### config.mk
export PLATFORM = sky130hd
export DESIGN_NAME = btn_serial_feeder
export DESIGN_NICKNAME = d
export VERILOG_FILES = /design/src/rtl/btn_feeder_pkg.sv /design/src/rtl/sync_debounce.sv /design/src/rtl/btn_serial_feeder.sv
export SDC_FILE = /design/constraint.sdc
export NUM_CORES = 1
export LEC_CHECK = 0
export ABC_AREA = 1
export CAP_MARGIN = 10
export CORE_MARGIN = 4
export CORE_UTILIZATION = 35
export CTS_BUF_LIST = sky130_fd_sc_hd__clkbuf_16
export DETAILED_ROUTE_END_ITERATION = 10
export GPL_TIMING_DRIVEN = 0
export PLACE_DENSITY = 0.49
export RECOVER_POWER = 25
export SLEW_MARGIN = 40
export SYNTH_ARGS = -nofsm -noshare
export SYNTH_HDL_FRONTEND = slang
export SYNTH_SLANG_ARGS = --single-unit
### constraint.sdc
create_clock -name clk -period 3.3 [get_ports clk]
set_input_delay 0.33 -clock clk [delete_from_list [all_inputs] [get_ports clk]]
set_output_delay 0.33 -clock clk [all_outputs]
set_load 0.02 [all_outputs]
### src/rtl/btn_feeder_pkg.sv
// btn_feeder_pkg: debounce state encoding, default parameters and counter-width helper
package btn_feeder_pkg;
  typedef enum logic [1:0] {
    ST_LO  = 2'd0,
    ARM_HI = 2'd1,
    ST_HI  = 2'd2,
    ARM_LO = 2'd3
  } deb_state_t;
  localparam int DEF_DEBOUNCE_CYCLES = 1_000_000;
  localparam int DEF_TICK_DIV        = 67_108_864;
  function automatic int cnt_w(input int n);
    return n > 1 ? $clog2(n) : 1;
  endfunction
endpackage

### src/rtl/sync_debounce.sv
// sync_debounce: 2-FF synchroniser plus 4-state debounce FSM for a raw button
// Ports: clk, rst_n (async active-low), btn (raw level) -> sdi (debounced level),
//        press (one-cycle pulse on debounced rise)
module sync_debounce
  import btn_feeder_pkg::*;
#(
  parameter int DEBOUNCE_CYCLES = DEF_DEBOUNCE_CYCLES
) (
  input  logic clk,
  input  logic rst_n,
  input  logic btn,
  output logic sdi,
  output logic press
);
  localparam int DW = cnt_w(DEBOUNCE_CYCLES);
  localparam logic [DW-1:0] DEB_LAST = DW'(DEBOUNCE_CYCLES - 1);
  logic [1:0] sync;
  logic s;
  deb_state_t state, state_nxt;
  logic [DW-1:0] deb_cnt, deb_cnt_nxt;
  assign s = sync[1];
  // sdi and press are registered from the settled state, so a glitch that
  // aborts an ARM_* state back to its stable state never reaches the outputs
  always_ff @(posedge clk or negedge rst_n) begin
    if (!rst_n) begin
      sync    <= '0;
      state   <= ST_LO;
      deb_cnt <= '0;
      sdi     <= 1'b0;
      press   <= 1'b0;
    end else begin
      sync    <= {sync[0], btn};
      state   <= state_nxt;
      deb_cnt <= deb_cnt_nxt;
      sdi     <= state == ST_HI || state == ARM_LO;
      press   <= state == ST_HI && !sdi;
    end
  end
  always_comb begin
    state_nxt   = state;
    deb_cnt_nxt = deb_cnt;
    case (state)
      ST_LO: if (s) begin
        state_nxt   = ARM_HI;
        deb_cnt_nxt = '0;
      end
      ARM_HI: if (!s) state_nxt = ST_LO;
        else if (deb_cnt == DEB_LAST) state_nxt = ST_HI;
        else deb_cnt_nxt = deb_cnt + DW'(1);
      ST_HI: if (!s) begin
        state_nxt   = ARM_LO;
        deb_cnt_nxt = '0;
      end
      ARM_LO: if (s) state_nxt = ST_HI;
        else if (deb_cnt == DEB_LAST) state_nxt = ST_LO;
        else deb_cnt_nxt = deb_cnt + DW'(1);
      default: state_nxt = ST_LO;
    endcase
  end
endmodule

### src/rtl/btn_serial_feeder.sv
// btn_serial_feeder: debounced serial data bit plus periodic shift strobe for a SIPO register
// Ports: clk, rst_n (async active-low), btn (raw level) -> sdi (debounced data),
//        shift_en (one cycle every TICK_DIV clocks), press (debounced rise pulse)
module btn_serial_feeder
  import btn_feeder_pkg::*;
#(
  parameter int DEBOUNCE_CYCLES = DEF_DEBOUNCE_CYCLES,
  parameter int TICK_DIV        = DEF_TICK_DIV
) (
  input  logic clk,
  input  logic rst_n,
  input  logic btn,
  output logic sdi,
  output logic shift_en,
  output logic press
);
  localparam int TW = cnt_w(TICK_DIV);
  localparam logic [TW-1:0] TICK_LAST = TW'(TICK_DIV - 1);
  logic [TW-1:0] tick_cnt;
  always_ff @(posedge clk or negedge rst_n) begin
    if (!rst_n) begin
      tick_cnt <= '0;
      shift_en <= 1'b0;
    end else begin
      tick_cnt <= tick_cnt == TICK_LAST ? '0 : tick_cnt + TW'(1);
      shift_en <= tick_cnt == TICK_LAST;
    end
  end
  sync_debounce #(.DEBOUNCE_CYCLES(DEBOUNCE_CYCLES)) u_deb (
    .clk  (clk),
    .rst_n(rst_n),
    .btn  (btn),
    .sdi  (sdi),
    .press(press)
  );
endmodule
==> results.md, run 1 <==
- Status: finished, violations left
- Violations in the final reports: max-capacitance violations, max-slew violations
- FP Rows: 33
- Hold path depth: 0
- Die Y: roughly 100 µm
- Wire length per cell: about 13 µm
- Slew Limit Fails: 27
- # IOs: 6
- Worst EP required: 3.48 ns
- Share of cells above drive strength 1: under 10%
- Crit path time final: just over 2 ns
- Tcrit/Tclk final: 61.1%
- Initial Utilization: 35.9%
- Global-route wire length before repair: 11.8 mm
- Logic gate share of total power: 4.0%
- Post_cts resized: 0
- Hold Crit Start: u_deb.sync[0]
- Placed cells: 515
- Global-route met3 utilization: 3.41%
- Post-Syn Area: around 3000 µm²
- Die ar.: roughly 10000 µm²
- Synth-to-layout area growth: 11.9%
- Largest cells by area after synthesis: dfrtp_1 45%, nand2_1 15%, nor2_1 9.5%
- Critical Path AT: between 2 and 2.5 ns
- Seq/Total Area, Yosys: 45.0%
- Worst r2r dst: u_deb.deb_cnt[13]
- Via count: 2487
- Global route overflow: 0
- HPWL Detailed: 5.19 mm
- PwrDens: ~380 nW/µm²
- Overall Power: 0.00125 W
- # diodes: 0
- P_int: 0.000952 W
- Worst Setup Path Type: flop to flop
- RSZ-0062 raised after global routing: no
- Critical R2R Launch: u_deb.deb_cnt[0]
- Core box area: roughly 8200 µm²
- Leakage: 1.49 nW
- Average size of a mapped cell: approximately 7.3 µm²
- Clock sinks: 53
- H-tree depth: 2
- First-pass iteration count of the detailed router: 4
- Total global-route track usage: roughly 15%
- DR vias/cell: ~4.7
- Worst slew margin: -2.23%
- Fin nets: approximately 420
- Synth area leader: dfrtp_1
- CTS root buf: clkbuf_16
- Mapped Cells: 404
- Reg2Reg Depth: 9
- Total CTS buffers: 5
- Fin util: 40.2%
- Skew final: 0.00809 ns
- Iteration-0 DRC Markers: 73
- Max Freq: around 500 MHz
- Final setup fails: 0
- Top cell type's share of synthesized area: 45.0%
- Max Cap Viol: 1
- Post-route DRC violation count: 0
- Met2 Track Usage GR: around a quarter
- IO buf count: 5
- Post-CTS Setup Inserts: 0
- Synthesized flop and latch total: 53
- Most Crowded Layer GR: met2
- Non-filler cells, final: 524
- Final count of hold timing violations: 0
- Peak VDD IR: 0.000167 V
- CTS tree: yes
- Number of global-route vias before repair: around 2500
- Worst Hold End: u_deb.sync[1]
- DRT Wirelength: between 6 and 7 mm
- Sw Ratio: 23.9%
- Yosys cell types: 27
- Worst reg2reg setup slack: 1.28 ns
- Largest net degree at the start of global routing: 28
- CTS max path bufs: 2
- Routed Antenna Nets: 0
- Sw Pwr: 0.000299 W
- Crit path max fanout: 10
- Met1 Track Usage GR: 17.7%
- Syn Nets: 409
- Initial antenna violation count: 0
- Worst Max-Slew Pin Slew: 1.53 ns
- Chip width: 99.8 µm
- TNS Setup: 0 ns
- Power share of the sequential group: a little over half
- Class of the worst hold path: flop to flop
- CP endpoint kind: flop
- Startpoint Class: flop
- Part of the power in the clock network: 43.1%
- Register clock-pin slew on the reported worst setup and hold paths: 0.08 ns
- Warnings, synthesis: 0
- Hold-fix buffers at CTS: 1
- Worst skew pair latency: roughly 0.30 ns
- Routability cong.: around 0.88
-- power by group through the flow --
| stage | clock (W) | combinational [W] | sequential (W) |
|---|---|---|---|
| after floorplan | 0 | 0.0000230 | 0.000673 |
| after global placement | 0 | 0.0000489 | 0.000675 |
| after detailed placement | 0 | 0.0000522 | 0.000675 |
| after CTS | 0.000563 | 0.0000532 | 0.000662 |
| after global routing | 0.000585 | 0.0000579 | 0.000663 |
| final | 0.000539 | 0.0000499 | 0.000662 |
-- registers in the layout (all words and copies together), names as in the netlist, named ones only --
signal,flops
shift_en,1
u_deb.deb_cnt,20
tick_cnt,26
u_deb.sdi,1
u_deb.state,1
u_deb.press,1
u_deb.sync,2
-- logic make-up after synthesis --
group	count (synthesis)	synth area share, %
AND/OR/NAND/NOR	257	37.3
AO/OA/AOI/OAI	19	3.31
buffers and inverters	52	7.38
flip-flops	53	45.0
XOR/XNOR	21	6.23
adder cells (fa/ha/maj)	2	0.848
-- critical path, cell delays in order, from the launching register on --
cell     delay (ns)
dfrtp_1        0.45
ha_1           0.37
nand3_2        0.19
nor2_4         0.16
nand3_2        0.12
nor2_4         0.13
nor2_4         0.07
inv_4          0.12
buf_6          0.17
o21ai_0        0.09
-- stage by stage --
stage / area [µm²] / hold WS, ns / worst slack, ns
final: 3300 / 0.350 / 1.28
after global routing: 3300 / 0.365 / 1.09
after CTS: 3310 / 0.354 / 1.27
after detailed placement: 3150 / 0.279 / 1.29
after global placement: 3130 / 0.332 / 0.166
after floorplan: 2950 / 0.0344 / 1.71
-- worst max path at each step --
| stage | start | end | slack, ns | cells after the start |
|---|---|---|---|---|
| 3_3_place_gp | rst_n | tick_cnt[25] | 0.17 | 1 |
| 4_1_cts | u_deb.deb_cnt[0] | u_deb.deb_cnt[13] | 1.27 | 9 |
| 6_report | u_deb.deb_cnt[0] | u_deb.deb_cnt[13] | 1.28 | 9 |
| 3_5_place_dp | u_deb.deb_cnt[0] | u_deb.deb_cnt[13] | 1.29 | 9 |
| 5_1_grt | rst_n | tick_cnt[23] | 1.09 | 2 |
| 2_1_floorplan | u_deb.deb_cnt[0] | u_deb.deb_cnt[13] | 1.71 | 9 |
-- cell type report --
class | instances | area [µm²]
plain buffers | 7 | 46.3
clock buffers | 5 | 125
clock inverters | 3 | 21.3
fillers | 863 | 4910
inverters | 45 | 171
multi-input cells | 299 | 1410
flip-flops and latches | 53 | 1330
well taps | 105 | 131
repair buffers | 7 | 73.8
-- cell usage in the layout (no fill, tap or decap), drive strengths merged, types with 8 or more instances in the layout --
cell | netlist | layout
clkbuf | 2 | 8
nand2 | 121 | 121
nor2 | 78 | 78
dfrtp | 53 | 53
nand3 | 33 | 33
xnor2 | 8 | 8
nand4 | 15 | 15
inv | 45 | 46
o21ai | 17 | 17
xor2 | 13 | 13
-- cells in the mapped netlist --
master,instances
inv_1,43
xor2_1,13
and2_1,2
or3_1,1
or2_2,1
nor4_1,1
clkbuf_1,2
dfrtp_1,53
nor2_4,3
inv_2,1
o21ai_0,12
nand3_1,30
xnor2_1,8
buf_4,1
nand4_1,15
a21oi_1,1
nor3_1,5
ha_1,2
buf_1,1
nand3_2,3
nand2_1,121
buf_2,1
o21ai_1,5
buf_6,2
nor2_1,75
o21bai_1,1
inv_4,1
-- per-layer routing --
metal / up-vias / part of all wire [%]
li1: 1295 / -
met1: 1157 / 46
met2: 23 / 50
met3: 12 / 2.6
met4: 0 / 1.4
met5: - / 0
No activity file was read; power rests on OpenSTA's default activity.
==> run 2: changes to the inputs <==
--- a/config.mk
+++ b/config.mk
@@ -12,7 +12,7 @@
 export CTS_BUF_LIST = sky130_fd_sc_hd__clkbuf_16
 export DETAILED_ROUTE_END_ITERATION = 10
 export GPL_TIMING_DRIVEN = 0
-export PLACE_DENSITY = 0.49
+export PLACE_DENSITY = 0.51
 export RECOVER_POWER = 25
 export SLEW_MARGIN = 40
 export SYNTH_ARGS = -nofsm -noshare
==> constraint.sdc (replaced) <==
create_clock -name clk -period 1.85 [get_ports clk]
set_input_delay 0.185 -clock clk [delete_from_list [all_inputs] [get_ports clk]]
set_output_delay 0.185 -clock clk [all_outputs]
set_load 0.02 [all_outputs]
==> results.md, run 2 (same netlist as run 1, synthesis figures left out) <==
- Status: completed
- Final Hold Slack: 0.351 ns (+0.000544 ns)
- First-pass iteration count of the detailed router: 4 (unchanged)
- Worst EP required: 2.08 ns (-1.40 ns)
- HPWL Detailed: 5.08 mm (-2.2%)
- Skew final: 0.0102 ns (+0.00209 ns)
- Max reg flops: 26 (unchanged)
- Worst Setup Path Type: flop to flop
- Routed Antenna Nets: 0 (unchanged)
- Wire length per cell: 12.9 µm (-2.2%)
- Peak VDD IR: 0.000351 V (+110%)
- Crit path time final: 1.69 ns (-0.328 ns)
- FP Rows: 33 (unchanged)
- Worst slew margin: 53.5% (+56 points)
- Filler instances: 871 (+0.93%)
- Initial antenna violation count: 0 (unchanged)
- CTS tree: yes
- H-tree depth: 2 (unchanged)
- Largest registers in the final layout: tick_cnt x26, u_deb.deb_cnt x20, u_deb.sync x2
- Iteration-0 DRC Markers: 94 (+29%)
- Die ar.: 9960 µm² (unchanged)
- CTS root buf: clkbuf_16
- Largest Register: tick_cnt
- Fin worst setup slack: 0.162 ns (-1.12 ns)
- Final count of hold timing violations: 0 (unchanged)
- Via count: 2512 (+1.0%)
- DR vias/cell: 4.77 (+0.43%)
- Fin nets: 426 (+0.71%)
- Max Freq: 592 MHz (+19%)
- Tcrit/Tclk final: 91.2% (+30 points)
- Total global-route track usage: 14.6% (-0.23 points)
- Area after DPL: 3150 µm² (unchanged)
- Share of cells above drive strength 1: 7.58% (+2.3 points)
- CP endpoint kind: flop
- Routability cong.: 0.851 (-3.2%)
- Final design area excluding fillers: 3390 µm² (+2.8%)
- # IOs: 6 (unchanged)
- Chip width: 99.8 µm (unchanged)
- Synth-to-layout area growth: 15.1%
- # diodes: 0 (unchanged)
- Most frequent cells in the layout: 121 x nand2_1, 73 x nor2_1, 52 x dfrtp_1, 43 x inv_1, 29 x nand3_1
- Initial Utilization: 35.9% (unchanged)
- Max Cap Viol: 0 (-1)
- Class of the worst hold path: flop to flop
- PwrDens: 699 nW/µm² (+85%)
- Post-route DRC violation count: 0 (unchanged)
- Startpoint Class: flop
- IO buf count: 5 (unchanged)
- Final setup fails: 0 (unchanged)
- Leakage: 1.52 nW (+2.0%)
- Worst Max-Slew Pin Slew: 0.697 ns (-0.837 ns)
- Pre-CTS setup slack: -0.149 ns (-1.44 ns)
- Slew Limit Fails: 0 (-100%)
- Worst skew pair latency: 0.30 ns (about the same)
- Crit path max fanout: 10 (unchanged)
- Global route overflow: 0 (unchanged)
- Register clock-pin slew on the reported worst setup and hold paths: 0.08 ns (about the same)
- Total CTS buffers: 5 (unchanged)
- Core box area: 8220 µm² (unchanged)
- Largest net degree at the start of global routing: 29 (+3.6%)
- Die Y: 99.8 µm (unchanged)
- Clock sinks: 53 (unchanged)
- Global-route wire length before repair: 11.7 mm (-0.82%)
- Critical Path AT: 1.92 ns (-0.28 ns)
- CTS max path bufs: 2 (unchanged)
- DRT Wirelength: 6.80 mm (-1.6%)
- Number of global-route vias before repair: 2458 (-1.8%)
- Most common cell after layout, fill and taps aside: nand2_1
run 2: report_power, final:
part / internal (W) / switching, W
logic: 0.0000351 / 0.0000665
clock network: 0.000642 / 0.000446
registers: 0.00117 / 0.0000161
total: 0.00185 / 0.000528
run 2: through the flow:
step / instances / TNS (ns) / utilization, % / power [W]
after floorplan: 404 / 0 / - / 0.00124
after global placement: 514 / -61.24 / 38.1 / 0.00129
after detailed placement: 515 / -2.32 / 38.3 / 0.00130
after CTS: 524 / 0 / 40.7 / 0.00240
after global routing: 527 / -0.191 / 41.3 / 0.00246
final: 527 / 0 / 41.3 / 0.00237
run 2: cell type report:
class | instances | area [µm²] | share of cell area (%)
Multi-Input combinational cell | 299 | 1440 | 42.5
Sequential cell | 53 | 1330 | 39.1
Inverter | 45 | 171 | 5.05
Tap cell | 105 | 131 | 3.87
Clock buffer | 5 | 125 | 3.69
Timing Repair Buffer | 11 | 105 | 3.10
Clock inverter | 3 | 46.3 | 1.36
Buffer | 6 | 46.3 | 1.36
run 2: final timing paths:
| kind | endpoint | slack [ns] | from | depth (start not counted) |
|---|---|---|---|---|
| worst min-delay path | u_deb.sync[1] | 0.35 | u_deb.sync[0] | 0 |
| worst max register to register | u_deb.deb_cnt[17] | 0.16 | u_deb.deb_cnt[0] | 9 |
| worst max-delay path | u_deb.deb_cnt[17] | 0.16 | u_deb.deb_cnt[0] | 9 |
| worst min register to register | u_deb.sync[1] | 0.35 | u_deb.sync[0] | 0 |
| max in group asynchronous | tick_cnt[7] | 0.80 | rst_n | 3 |
| min in group asynchronous | u_deb.deb_cnt[16] | 0.46 | rst_n | 2 |
run 2: repair_timing:
action / CTS / global route
buffers inserted: 0 / 4
resized for setup: 3 / 6
pin swaps: 0 / 1
endpoints found under the setup margin: 20 / 32
hold endpoints to repair: 25 / 0
hold buffers: 1 / 0
run 2: critical path: stages (launching register included):
cell     delay [ns]
dfrtp_2        0.44
ha_4           0.20
nand3_4        0.12
nor2_4         0.05
nand3_2        0.10
nor2_4         0.05
nor2_4         0.19
buf_2          0.27
nand4_1        0.11
nand2_1        0.09
run 2: per-layer routing:
layer  track usage [%]  up-vias  share of wire [%]
met4              3.36        0                1.0
met3              2.29        7                2.4
met5                 0        -                  0
met2              25.7       34                 50
met1              19.0     1171                 46
li1                  -     1300                  -
==> run 3: changes to the inputs <==
--- a/config.mk
+++ b/config.mk
@@ -6,6 +6,7 @@
 export NUM_CORES = 1
 export LEC_CHECK = 0
 export ABC_AREA = 1
+export ABC_CLOCK_PERIOD_IN_PS = 1850
 export CAP_MARGIN = 10
 export CORE_MARGIN = 4
 export CORE_UTILIZATION = 35
==> results of run 3 <==
Final layout, timing and power as in run 2 (identical DEF).
